<file path="config.mk">
export PLATFORM = sky130hd
export DESIGN_NAME = cone_bist_ctrl
export DESIGN_NICKNAME = d
export VERILOG_FILES = /design/src/rtl/cone_bist_ctrl.sv
export SDC_FILE = /design/constraint.sdc
export NUM_CORES = 1
export LEC_CHECK = 0
export CAP_MARGIN = 25
export CORE_UTILIZATION = 40
export DETAILED_ROUTE_END_ITERATION = 7
export GPL_ROUTABILITY_DRIVEN = 0
export PLACE_DENSITY_LB_ADDON = 0.3
export SYNTH_ARGS = -nofsm -noshare
export SYNTH_HDL_FRONTEND = slang
export SYNTH_SLANG_ARGS = --single-unit
</file>
<file path="constraint.sdc">
create_clock -name CK -period 2 [get_ports CK]
set_input_delay 0.2 -clock CK [delete_from_list [all_inputs] [get_ports CK]]
set_output_delay 0.2 -clock CK [all_outputs]
set_load 0.02 [all_outputs]
</file>
<file path="src/rtl/cone_bist_ctrl.sv">
// cone_bist_ctrl
// Stimulus/response harness for one combinational output cone (for example
// the 18-input n594 cone of s13207). An 18-bit LFSR drives the cone inputs,
// the single cone output is folded into a 16-bit serial signature (CCITT
// polynomial 0x1021) and the final signature is compared with a golden value.
//
// Ports:
//   CK        clock, rising edge
//   RST       synchronous active-high reset
//   start     one-cycle request to begin a run (ignored while busy)
//   abort     cancel a run in progress (no done pulse, pass stays 0)
//   golden    expected signature, sampled in DONE
//   resp      cone output, combinational from pattern
//   pattern   registered cone input vector (low N_IN LFSR bits)
//   busy      high from LOAD through DONE
//   done      one-cycle pulse while in DONE
//   pass      signature == golden, valid from the cycle after done
//   signature current signature register
//   count     patterns completed in the current/last run
//
// N_IN must not exceed 18 (the LFSR width).
module cone_bist_ctrl #(
   parameter int          N_IN     = 18,
   parameter int          PATTERNS = 1024,
   parameter logic [17:0] SEED     = 18'h00001
) (
   input  logic            CK,
   input  logic            RST,
   input  logic            start,
   input  logic            abort,
   input  logic [15:0]     golden,
   input  logic            resp,
   output logic [N_IN-1:0] pattern,
   output logic            busy,
   output logic            done,
   output logic            pass,
   output logic [15:0]     signature,
   output logic [15:0]     count
);

   // A zero seed would lock the LFSR in its all-zero state.
   localparam logic [17:0] LOAD_VAL = (SEED == 18'h00000) ? 18'h00001 : SEED;
   localparam logic [15:0] PAT_LAST = 16'(PATTERNS);
   localparam logic [15:0] SIG_POLY = 16'h1021;

   typedef enum logic [2:0] {
      S_IDLE    = 3'd0,
      S_LOAD    = 3'd1,
      S_CAPTURE = 3'd2,
      S_STEP    = 3'd3,
      S_DONE    = 3'd4
   } state_t;

   // Serial signature step: shift left, fold in polynomial when the
   // outgoing bit differs from the incoming response bit.
   function automatic logic [15:0] sig_next(input logic [15:0] sig, input logic bit_in);
      logic fb;
      fb = sig[15] ^ bit_in;
      return {sig[14:0], 1'b0} ^ (fb ? SIG_POLY : 16'h0000);
   endfunction

   // Fibonacci LFSR, x^18 + x^11 + 1 (maximal length).
   function automatic logic [17:0] lfsr_next(input logic [17:0] v);
      return {v[16:0], v[17] ^ v[10]};
   endfunction

   state_t            state_q, state_d;
   logic [17:0]       lfsr_q, lfsr_d;
   logic [N_IN-1:0]   pattern_q, pattern_d;
   logic              busy_q, busy_d;
   logic              done_q, done_d;
   logic              pass_q, pass_d;
   logic [15:0]       sig_q, sig_d;
   logic [15:0]       count_q, count_d;
   logic [17:0]       lfsr_adv_s;
   logic [15:0]       count_inc_s;

   // Next-state and datapath updates for the run sequencer.
   always_comb begin
      state_d     = state_q;
      lfsr_d      = lfsr_q;
      pattern_d   = pattern_q;
      pass_d      = pass_q;
      sig_d       = sig_q;
      count_d     = count_q;
      lfsr_adv_s  = lfsr_next(lfsr_q);
      count_inc_s = count_q + 16'd1;

      case (state_q)
         S_IDLE: begin
            if (start) begin
               state_d = S_LOAD;
            end else begin
               state_d = S_IDLE;
            end
         end
         S_LOAD: begin
            // Clears happen even if aborted here so pass cannot keep a stale 1.
            lfsr_d    = LOAD_VAL;
            pattern_d = LOAD_VAL[N_IN-1:0];
            sig_d     = 16'h0000;
            count_d   = 16'h0000;
            pass_d    = 1'b0;
            if (abort) begin
               state_d = S_IDLE;
            end else begin
               state_d = S_CAPTURE;
            end
         end
         S_CAPTURE: begin
            if (abort) begin
               state_d = S_IDLE;
            end else begin
               sig_d   = sig_next(sig_q, resp);
               count_d = count_inc_s;
               if (count_inc_s == PAT_LAST) begin
                  state_d = S_DONE;
               end else begin
                  state_d = S_STEP;
               end
            end
         end
         S_STEP: begin
            if (abort) begin
               state_d = S_IDLE;
            end else begin
               lfsr_d    = lfsr_adv_s;
               pattern_d = lfsr_adv_s[N_IN-1:0];
               state_d   = S_CAPTURE;
            end
         end
         S_DONE: begin
            pass_d  = (sig_q == golden);
            state_d = S_IDLE;
         end
         default: begin
            state_d = S_IDLE;
         end
      endcase

      // Status flags track the state being entered so they are registered.
      busy_d = (state_d != S_IDLE);
      done_d = (state_d == S_DONE);
   end

   // State and datapath registers with synchronous reset.
   always_ff @(posedge CK) begin
      if (RST) begin
         state_q   <= S_IDLE;
         lfsr_q    <= 18'h00000;
         pattern_q <= '0;
         busy_q    <= 1'b0;
         done_q    <= 1'b0;
         pass_q    <= 1'b0;
         sig_q     <= 16'h0000;
         count_q   <= 16'h0000;
      end else begin
         state_q   <= state_d;
         lfsr_q    <= lfsr_d;
         pattern_q <= pattern_d;
         busy_q    <= busy_d;
         done_q    <= done_d;
         pass_q    <= pass_d;
         sig_q     <= sig_d;
         count_q   <= count_d;
      end
   end

   assign pattern   = pattern_q;
   assign busy      = busy_q;
   assign done      = done_q;
   assign pass      = pass_q;
   assign signature = sig_q;
   assign count     = count_q;

endmodule

</file>
==> reports/qor.csv <==
stage,metric,value,unit
timing,drv_slew,0,
logic_synthesis,synth_compound_area_frac,0.186,
logic_synthesis,synth.mux.area_fraction,0.00373,
setup_path,endpoint_kind,flip-flop,
cells_and_area,diodes,0,
pwr,pwr-share-clk,0.335,
logic_synthesis,synth_top_cell_by_area,dfxtp_1,
route,first_pass_iters,7,
route,num_vias,2705,
setup_path,cp-start-kind,flip-flop,
pwr,p_comb_frac,0.093,
setup_path,r2r_setup_slack,0.17,ns
floorplan,die_area,7040,um^2
floorplan,row_count,29,
clock_network,cts_tree,built,
logic_synthesis,ys_warn_count,0,
setup_path,crit_chain,nand4_4 -> buf_4 -> o31ai_1 -> or3b_1 -> a32oi_1 -> o21ai_0,
route,wire_per_inst,14.7,um
logic_synthesis,synth_top_family_by_area,simple AND/OR/NAND/NOR gates,
setup_path,path_max_fanout,9,
route,drt.antenna.violating_nets,0,
global_routing,grt_antenna_before_repair,0,
logic_synthesis,ys_types,46,
pwr,internal_power,1480,uW
floorplan,core,6420,um^2
pwr,swShare,0.249,
logic_synthesis,syn_nets,351,
setup_path,path_buf_inv,1,
global_routing,grt-ovfl-total,0,
logic_synthesis,synth.area.top_cells,"dfxtp_1 42%, xnor2_1 6.5%, a22oi_1 6.2%, nor2_1 6.0%, a21oi_1 5.4%",
cells_and_area,final_cells,483,
clock_network,cts.path.max_buffers,2,
clock_network,cts_made_buffers,5,
timing,clock.fmax,546,MHz
logic_synthesis,synthDominantCellAreaShare,0.418,
logic_synthesis,synthAdderAreaFrac,0.00467,
cells_and_area,nNetsFinal,427,
logic_synthesis,syn-cell-area,2680,um^2
global_routing,grt_pass1_wl,11900,um
setup_path,crit_path_max_incr_delay,0.46,ns
logic_synthesis,synth_edf_count,0,
timing,skew,0.00504,ns
flow_run,cap_violations,0,
logic_synthesis,yosys.area_share.simple,0.260,
timing,setup_tns,0,ns
timing,worst_slew_margin_rel,0.701,
clock_network,clkLatencyLatePin,0.31,ns
logic_synthesis,synth-main-ff-cell,dfxtp_1,
clock_network,cts_setup_buffers,0,
logic_synthesis,seq_area_frac_synth,0.418,
route,drt-initial-drc-count,109,
global_routing,track_usage,0.206,
logic_synthesis,syn-instance-count,329,
pwr,power.switching,492,uW
cells_and_area,syn_to_final_growth,37.3,%
setup_path,slowest_stage,dfxtp_1,
floorplan,start_util,0.417,
route,routed_wl,7100,um
timing,tightest_slew,0.449,ns
route,vias_per_cell,5.60,
logic_synthesis,yosysMostFrequentCell,dfxtp_1,
setup_path,criticalPathCategory,reg2reg,
clock_network,root_buffer,clkbuf_8,
pwr,p_per_area,537,nW/um^2
setup_path,crit_family,simple AND/OR/NAND/NOR gates,
clock_network,clk_pin_slew,0.10,ns
timing,rsz0062_at_grt,no,
placement,port_buffers,73,
run_status,outcome,"complete, but fails checks",
floorplan,ios,74,
pwr,power_frac_seq,0.572,
logic_synthesis,synth_seq_cells,56,
worst_hold_path,hold_class,in2reg,
logic_synthesis,synth-xor-area-share,0.0784,
cells_and_area,drive_above_1_share,0.111,
clock_network,ctsHtreeMaxLevel,2,
timing,hold_viol,0,
setup_path,cp.arrival,2.02,ns
logic_synthesis,syn_avg_cell_area,8.15,um^2
floorplan,die_width,83.9,um
run_status,violations,design-rule violations,
clock_network,clock_sinks,56,
timing,setup-violations-final,0,
logic_synthesis,async_reset_ff_frac,0,
global_routing,first_global_vias,2464,
floorplan,die_y,83.9,um
pwr,p_leak,0.00122,uW
timing,period_needed,1.83,ns
route,drc,8,
global_routing,grt_max_degree,44,
placement,dp_cells,475,
logic_synthesis,synth_common_cells,"56 x dfxtp_1, 43 x nor2_1, 30 x nand2_1",
pwr,ir_worst_vdd,0.400,mV
timing,fin_crit_sh,0.916,
placement,hpwl,4980,um
setup_path,cp_data_required_time,2.19,ns
## path summary, 6_finish.rpt
check | cells after the start | from | to
worst min register to register | 2 | pass | pass
worst max register to register | 6 | count[4] | state_q[0]
worst max-delay path | 6 | count[4] | state_q[0]
worst min-delay path | 2 | RST | count[12]
## routing by layer
metal	vias up	share of wire	GRT usage	wire length [um]
met5	-	0	0	0
met4	0	0.0072	0.0533	51
met3	6	0.050	0.0386	357
met2	86	0.49	0.338	3440
met1	1288	0.46	0.279	3240
li1	1325	-	-	-
## stage by stage
stage | util | total power [uW] | hold slack [ns] | setup slack, ns | area (um^2)
6_report | 0.573 | 1970 | 0.221 | 0.168 | 3680
5_1_grt | 0.573 | 2060 | 0.233 | 0.0113 | 3680
4_1_cts | 0.570 | 1990 | 0.220 | 0.0601 | 3660
3_5_place_dp | 0.554 | 1340 | 0.473 | 0.0438 | 3560
3_3_place_gp | 0.554 | 1330 | 0.468 | 0.120 | 3560
2_1_floorplan | - | 1250 | 0.348 | 0.0372 | 2690
## worst reg2reg max path, cell delays in order, from the launching register on
cell and delay (ns):
dfxtp_1 0.46, nand4_4 0.12, buf_4 0.20, o31ai_1 0.22, or3b_1 0.43, a32oi_1 0.20, o21ai_0 0.10
## layout by cell type, fill, tap and decap left out, drive strengths merged, types with 2 or more instances in the layout
cell type / Yosys / final
a21oi: 29 / 29
a22oi: 22 / 22
a311oi: 3 / 3
a31oi: 2 / 2
and4: 2 / 2
buf: 8 / 23
clkbuf: 18 / 6
clkdlybuf4s50: 0 / 72
clkinvlp: 0 / 2
dfxtp: 56 / 56
inv: 4 / 4
nand2: 30 / 30
nand2b: 2 / 2
nand3: 27 / 27
nand4: 9 / 9
nor2: 43 / 43
nor3: 6 / 6
nor3b: 2 / 2
nor4: 7 / 7
o21ai: 13 / 13
or3: 3 / 3
xnor2: 20 / 20
xor2: 4 / 4
## final cells by class
cell class / count / area (um^2)
multi-input cells: 243 / 1450
repair buffers: 95 / 891
flip-flops and latches: 56 / 1130
well taps: 77 / 96.3
fillers: 582 / 2740
inverters: 4 / 15.0
clock inverters: 2 / 15.0
clock buffers: 6 / 82.6
## what timing repair did
item                                    CTS  global route
hold buffers                              0             0
resized for setup                         0             6
endpoints found under the setup margin    0             4
## logic make-up (layout without fill, tap and decap cells)
logic type,Yosys count,after routing
compound gates,78,78
flops,56,56
simple gates,139,139
mux,1,1
fa+ha+maj,1,1
xor+xnor,24,24
buf+inv,30,107
## sequential cells by signal (all words and copies together) (netlist names)
signal / count
busy: 1
done: 1
pattern: 18
state_q: 3
pass: 1
signature: 16
count: 16
## power by group through the flow
stage	registers, uW	logic (uW)	clock network (uW)
5_1_grt	1130	201	723
4_1_cts	1130	185	676
6_report	1130	185	661
3_3_place_gp	1150	180	0
3_5_place_dp	1150	184	0
2_1_floorplan	1160	97.4	0
Power figures use the tool's default switching activity.
